==> config.mk <==
export PLATFORM = sky130hd
export DESIGN_NAME = alu_arbiter
export DESIGN_NICKNAME = d
export VERILOG_FILES = /design/src/rtl/alu_arbiter.sv
export SDC_FILE = /design/constraint.sdc
export NUM_CORES = 1
export LEC_CHECK = 0
export BUFFER_PORTS_ARGS = -buffer_cell sky130_fd_sc_hd__clkbuf_2
export CORE_ASPECT_RATIO = 1.4
export CORE_MARGIN = 2
export CORE_UTILIZATION = 30
export CTS_CLUSTER_SIZE = 16
export DETAILED_ROUTE_END_ITERATION = 7
export PLACE_DENSITY = 0.58
export SLEW_MARGIN = 20
export SYNTH_ARGS = -nofsm -noshare
export SYNTH_HDL_FRONTEND = slang
export SYNTH_SLANG_ARGS = --single-unit
==> constraint.sdc <==
create_clock -name clk -period 1.5 [get_ports clk]
set_input_delay 0.3 -clock clk [delete_from_list [all_inputs] [get_ports clk]]
set_output_delay 0.3 -clock clk [all_outputs]
set_load 0.03 [all_outputs]
==> src/rtl/alu_arbiter.sv <==
// Round-robin arbiter sharing one ALU between two valid/ready requesters; IDLE->EXEC->RESP, one op per 3 cycles.
// Optional ALU_ARB_PERF_EN adds a 16-bit wrapping op_count of completed responses.
module alu_arbiter #(
  parameter int DATA_W = 8
) (
  input  logic              clk,
  input  logic              rst_n,
  input  logic              req0_valid,
  output logic              req0_ready,
  input  logic [DATA_W-1:0] req0_a,
  input  logic [DATA_W-1:0] req0_b,
  input  logic [1:0]        req0_op,
  input  logic              req1_valid,
  output logic              req1_ready,
  input  logic [DATA_W-1:0] req1_a,
  input  logic [DATA_W-1:0] req1_b,
  input  logic [1:0]        req1_op,
  output logic              rsp0_valid,
  input  logic              rsp0_ready,
  output logic [DATA_W-1:0] rsp0_result,
  output logic              rsp0_zero,
  output logic              rsp0_overflow,
  output logic              rsp1_valid,
  input  logic              rsp1_ready,
  output logic [DATA_W-1:0] rsp1_result,
  output logic              rsp1_zero,
  output logic              rsp1_overflow,
  output logic [DATA_W-1:0] alu_a,
  output logic [DATA_W-1:0] alu_b,
  output logic [1:0]        alu_ctrl,
  input  logic [DATA_W-1:0] alu_result,
  input  logic              alu_zero,
  input  logic              alu_overflow,
`ifdef ALU_ARB_PERF_EN
  output logic [15:0]       op_count,
`endif
  output logic              busy
);

  typedef enum logic [1:0] {IDLE = 2'd0, EXEC = 2'd1, RESP = 2'd2} state_t;

  state_t state, state_nxt;
  logic   owner;
  logic   last_grant;
  logic   gnt0, gnt1;
  logic   accept;
  logic   rsp_done;

  // On contention the requester that did not win last time is favoured.
  assign gnt0 = req0_valid & (~req1_valid | last_grant);
  assign gnt1 = req1_valid & (~req0_valid | ~last_grant);

  assign accept   = (state == IDLE) & (gnt0 | gnt1);
  assign rsp_done = (state == RESP) & (owner ? rsp1_ready : rsp0_ready);

  always_ff @(posedge clk or negedge rst_n) begin
    if (!rst_n) state <= IDLE;
    else        state <= state_nxt;
  end

  always_comb begin
    state_nxt = state;
    case (state)
      IDLE:    if (gnt0 | gnt1) state_nxt = EXEC;
      EXEC:    state_nxt = RESP;
      RESP:    if (rsp_done) state_nxt = IDLE;
      default: state_nxt = IDLE;
    endcase
  end

  always_comb begin
    req0_ready = (state == IDLE) & gnt0;
    req1_ready = (state == IDLE) & gnt1;
    rsp0_valid = (state == RESP) & ~owner;
    rsp1_valid = (state == RESP) & owner;
    busy       = (state != IDLE);
  end

  always_ff @(posedge clk or negedge rst_n) begin
    if (!rst_n) begin
      alu_a      <= '0;
      alu_b      <= '0;
      alu_ctrl   <= 2'b00;
      owner      <= 1'b0;
      last_grant <= 1'b1;
    end else begin
      if (accept) begin
        alu_a    <= gnt0 ? req0_a  : req1_a;
        alu_b    <= gnt0 ? req0_b  : req1_b;
        alu_ctrl <= gnt0 ? req0_op : req1_op;
        owner    <= gnt1;
      end
      if (rsp_done) last_grant <= owner;
    end
  end

  // Response registers are per port so each requester sees only its own data.
  always_ff @(posedge clk or negedge rst_n) begin
    if (!rst_n) begin
      rsp0_result   <= '0;
      rsp0_zero     <= 1'b0;
      rsp0_overflow <= 1'b0;
      rsp1_result   <= '0;
      rsp1_zero     <= 1'b0;
      rsp1_overflow <= 1'b0;
    end else if (state == EXEC) begin
      if (owner) begin
        rsp1_result   <= alu_result;
        rsp1_zero     <= alu_zero;
        rsp1_overflow <= alu_overflow;
      end else begin
        rsp0_result   <= alu_result;
        rsp0_zero     <= alu_zero;
        rsp0_overflow <= alu_overflow;
      end
    end
  end

`ifdef ALU_ARB_PERF_EN
  logic [15:0] op_cnt;

  always_ff @(posedge clk or negedge rst_n) begin
    if (!rst_n)        op_cnt <= 16'h0000;
    else if (rsp_done) op_cnt <= op_cnt + 16'h0001;
  end

  assign op_count = op_cnt;
`endif

endmodule
# Word-level counts from Yosys, hierarchy flattened

Index checks and enable logic that the tools add are counted.
W data, S select, Z words.

Memory bits (writable): 0
Latch bits: 0
Word-level logic and storage cells: 43
ROM bits: 0
Memories kept: 0
Bits in registers: 42
Output and inout port bits: 43
Input bits: 52

Order comparisons: 0
Bitwise gates (word level): 15
Muxes and demuxes: 7
Eq/ne operators: 4
Divide/modulo/power cells: 0
Reductions and logical operators: 5
Add/subtract/negate cells: 0
Multipliers: 0
Shift-type cells: 0

Operator list:

| cell                 | count |
|---|---|
| $mux W8              | 2 |
| $and A1 B1 Y1        | 8 |
| $mux W2              | 3 |
| $pmux W2 S3          | 1 |
| $reduce_and A2 Y1    | 3 |
| $ne A2 B2 Y1 const B | 2 |
| $not A1 Y1           | 4 |
| $or A1 B1 Y1         | 3 |
| $eq A2 B1 Y1 const B | 1 |
| $eq A2 B2 Y1 const B | 1 |
| $logic_not A2 Y1     | 1 |
| $reduce_bool A2 Y1   | 1 |
| $mux W1              | 1 |

# Depth between registers and ports, before layout

Depth in word-level cells: 6
Mapped depth: 6
Mapped depth without buffers: 3

# Worst setup path after synthesis

Ideal clock, no wire load.

Path type: register to output
Start: register state[0]
End: output req0_ready
Stages on the path, launching flop included: 5
Data required time: 1.200 ns
Arrival: 1.661 ns
Path slack: -0.461 ns
Path buffers: 1
Cells stage by stage: dfrtp_1 nor2_1 buf_2 inv_1 nor3_1

Word-level cells in the longest chain between the ends: 2

RTL lines:

| element                | line | source |
|---|---|---|
| start, declared        | 42   | `state_t state, state_nxt;` |
| start signal, assigned | 58   | `else state <= state_nxt;` |
| $logic_not A2 Y1       | 72   | `req0_ready = (state == IDLE) & gnt0;` |
| $and A1 B1 Y1          | 72   |  |
| end, declared          | 9    | `output logic req0_ready,` |

Every way passes these cells.

# Worst setup path in the final report

Start: register last_grant
End: output req0_ready

Word-level cells in the longest chain between the ends: 3

RTL lines:

| element                | line | source |
|---|---|---|
| start, declared        | 44   | `logic last_grant;` |
| start signal, assigned | 93   | `if (rsp_done) last_grant <= owner;` |
| $or A1 B1 Y1           | 50   | `assign gnt0 = req0_valid & (~req1_valid \| last_grant);` |
| $and A1 B1 Y1          | 50   |  |
| $and A1 B1 Y1          | 72   |  |

Every way passes these cells.

==> results.py <==
metrics = {
    "flow_run": {
        "cap_viol_max_count": 0,
    },
    "drt": {
        "wl_mm": 5.21,
        "met3RoutedLength_um": 315,
        "drt_pass1_iterations": 4,
        "routed-via-count": 1751,
        "detail_route.iter0.violations": 55,
        "remaining_drc_errors": 0,
        "detailroute.wirelength.met2_mm": 2.62,
        "route.layer.met1.wl_mm": 2.20,
        "drt-wirelength-per-cell_um": 14.7,
        "route.top_layer_used": "met4",
        "final_ant_viol_nets": 0,
        "via_density": 4.95,
    },
    "logic_synthesis": {
        "mappedNetlistArea_sq_um": 1960,
        "ys.warnings.count": 0,
        "syn-num-nets": 225,
        "synth_top_cells_by_area": "sky130_fd_sc_hd__dfrtp_1 52%, sky130_fd_sc_hd__mux2_2 12%, sky130_fd_sc_hd__a31oi_2 5.8%",
        "synth_cell_type_count": 30,
        "synth_area_per_cell_sq_um": 11.3,
        "post-synth-top-area-fraction_pct": 52.4,
        "syn-instance-count": 173,
        "yosys_register_bits": 42,
        "sequential_element_share_of_the_synthesized_area_pct": 53.7,
        "synth.largest_area_cell": "sky130_fd_sc_hd__dfrtp_1",
    },
    "sta": {
        "final_hold_viol_count": 0,
        "clock.fmax_ghz": 0.595,
        "slew_headroom_pct": 72.0,
        "period_minus_slack_ns": 1.68,
        "whs_ns": 0.250,
        "finalSetupViolations": 5,
        "tightestPinTransition_ns": 0.420,
        "timing.final.max_slew_violations": 0,
        "worst_slack_ns": -0.180,
        "fin_skew_ns": 0.00183,
        "timing.final.crit_share_pct": 112,
        "fin_tns_setup_ns": -0.419,
        "grt_setup_unrepaired": "yes",
    },
    "cts": {
        "tritoncts.num_buffers": 5,
        "cts-htree-levels": 2,
        "path_clk_slew_ns": 0.08,
        "clock_tree.root_cell": "sky130_fd_sc_hd__clkbuf_8",
        "cts_tree": "built",
        "cts.sinks": 42,
        "cts-root-to-sink-buffers": 2,
        "worstSkewPairLatency_ns": 0.29,
    },
    "pwr": {
        "vdd_drop_max_v": 0.00118,
        "power_per_cell_area_nw_per_um2": 2370,
        "leakage_power_of_the_design_nw": 1.32,
    },
    "place": {
        "port-buffer-count": 94,
        "dpl-instance-area_sq_um": 2580,
        "numPlacedInstances": 340,
        "place.gp.congestion": 0.738,
        "place_worst_setup_slack_ns": -0.0187,
        "detailed_place_hpwl_mm": 4.00,
    },
    "global_routing": {
        "grt_usage_pct": 14.6,
        "first_global_vias": 1686,
        "antenna_found_initial": 0,
        "first_pass_grt_wire_length_mm": 8.16,
        "pin_count_of_the_biggest_net_entering_global_routing": 29,
        "globalRoute.totalOverflow": 0,
    },
    "floorplan": {
        "die_span_in_y_um": 99.6,
        "num_io_pins": 95,
        "placementRows": 34,
        "fp.dieArea_sq_um": 7200,
        "die_width_um": 72.3,
        "coreArea_sq_um": 6250,
        "start_util_pct": 31.3,
    },
    "layout": {
        "syn2layout_area_growth_pct": 43.6,
        "antenna_cells": 0,
        "post-route-cell-area_sq_um": 2810,
        "nNetsFinal": 334,
        "mostFrequentLayoutCell": "sky130_fd_sc_hd__clkbuf_2",
        "drive_above_1_share_pct": 57.8,
        "finalNonFillerCells": 354,
        "most-common-layout-cells": "89 x sky130_fd_sc_hd__clkbuf_2, 40 x sky130_fd_sc_hd__dfrtp_1, 21 x sky130_fd_sc_hd__mux2_2, 21 x sky130_fd_sc_hd__buf_4",
    },
    "worst_setup_path": {
        "critical_path.startpoint": "last_grant$_DFFE_PN1P_",
        "startpoint_type": "register",
        "timing.critical_path.required_ns": 1.20,
        "timing.critical_path.arrival_ns": 1.38,
        "reg2reg_from": "last_grant$_DFFE_PN1P_",
        "setup.worst_path.class": "reg2out",
        "timing.critical_path.fanout_max": 2,
        "timing.critical_path.to_type": "output pin",
    },
    "hold_path": {
        "holdCritStartpoint": "req0_b[0]",
        "holdCritPathClass": "in2reg",
    },
    "outcome": {
        "status": "finished, violations left",
        "failing_checks": "setup timing",
    },
}
metrics by stage:
step | util (%) | power, mW
2_1_floorplan | - | 4.56
3_3_place_gp | 41.2 | 5.50
3_5_place_dp | 41.2 | 5.57
4_1_cts | 43.9 | 6.57
5_1_grt | 45.0 | 7.09
6_report | 45.0 | 6.66
per-layer routing:
| metal | GRT usage (%) | vias up |
|---|---|---|
| met5 | 0 | - |
| met4 | 4.50 | 0 |
| met3 | 2.94 | 6 |
| met2 | 25.3 | 70 |
| met1 | 17.9 | 828 |
| li1 | - | 847 |
synth_stat cells:
cell type,count
sky130_fd_sc_hd__a21o_1,2
sky130_fd_sc_hd__a21oi_1,18
sky130_fd_sc_hd__a22o_1,1
sky130_fd_sc_hd__a31oi_1,9
sky130_fd_sc_hd__a31oi_2,9
sky130_fd_sc_hd__and2_1,1
sky130_fd_sc_hd__and2_4,1
sky130_fd_sc_hd__and3_1,1
sky130_fd_sc_hd__buf_1,1
sky130_fd_sc_hd__buf_2,6
sky130_fd_sc_hd__buf_6,2
sky130_fd_sc_hd__buf_8,1
sky130_fd_sc_hd__clkbuf_1,4
sky130_fd_sc_hd__clkbuf_2,1
sky130_fd_sc_hd__dfrtp_1,41
sky130_fd_sc_hd__dfstp_2,1
sky130_fd_sc_hd__inv_1,2
sky130_fd_sc_hd__mux2_2,21
sky130_fd_sc_hd__nand2_1,3
sky130_fd_sc_hd__nand2b_1,2
sky130_fd_sc_hd__nand3_1,18
sky130_fd_sc_hd__nand3b_1,1
sky130_fd_sc_hd__nor2_1,2
sky130_fd_sc_hd__nor2_4,1
sky130_fd_sc_hd__nor2b_1,2
sky130_fd_sc_hd__nor3_1,1
sky130_fd_sc_hd__o21ai_0,18
sky130_fd_sc_hd__o21ai_1,1
sky130_fd_sc_hd__or2_1,1
sky130_fd_sc_hd__or2b_1,1
power by group:
| part | switching (mW) | total, mW | internal, mW |
|---|---|---|---|
| Sequential | 0.346 | 2.07 | 1.73 |
| Clock | 0.371 | 0.903 | 0.533 |
| Combinational | 2.24 | 3.68 | 1.44 |
repair_timing:
item	in CTS	in global routing
setup buffers	2	4
hold buffers	1	0
hold endpoints to repair	13	0
gates resized for setup	8	11
setup endpoints to repair	11	13
pin swaps	1	1
flip-flops by register name (all words and copies together), names as in the netlist:
name	count
alu_a	8
alu_b	8
rsp0_result	8
rsp1_result	8
alu_ctrl	2
state	2
last_grant	1
owner	1
rsp0_overflow	1
rsp0_zero	1
rsp1_overflow	1
rsp1_zero	1
layout make-up:
class                   instances  area [sq um]
clock buffers                   6          82.6
clock inverters                 1          30.0
fillers                       624          3440
inverters                       2          11.3
multi-input cells             114           841
flip-flops and latches         42          1050
well taps                      72          90.1
repair buffers                117           704
kinds of logic (layout without fill, tap and decap cells):
group | count (synthesis) | in the layout | share of synthesized area (%)
and+or+nand+nor | 35 | 35 | 9.84
buffers and inverters | 17 | 126 | 5.05
muxes | 21 | 21 | 12.1
DFF | 42 | 42 | 53.7
AOI/OAI and AO/OA | 58 | 58 | 19.3
worst paths after layout:
kind                                               to  slack [ns]  cells past startpoint
setup / recovery                           req0_ready       -0.18                      4
hold / removal                   alu_b[0]$_DFFE_PN0P_        0.25                      3
setup reg to reg                 alu_b[6]$_DFFE_PN0P_        0.07                      6
hold reg to reg            rsp1_result[2]$_DFFE_PN0P_        0.51                      1
max in group asynchronous        alu_a[1]$_DFFE_PN0P_        0.54                      3
min in group asynchronous   rsp1_overflow$_DFFE_PN0P_        0.47                      2
worst max-delay path: stages (launching register included):
cell,delay [ns]
sky130_fd_sc_hd__dfstp_2,0.55
sky130_fd_sc_hd__nor2b_1,0.06
sky130_fd_sc_hd__buf_4,0.15
sky130_fd_sc_hd__nor3_4,0.16
sky130_fd_sc_hd__clkbuf_8,0.18
Power figures use the tool's default switching activity.
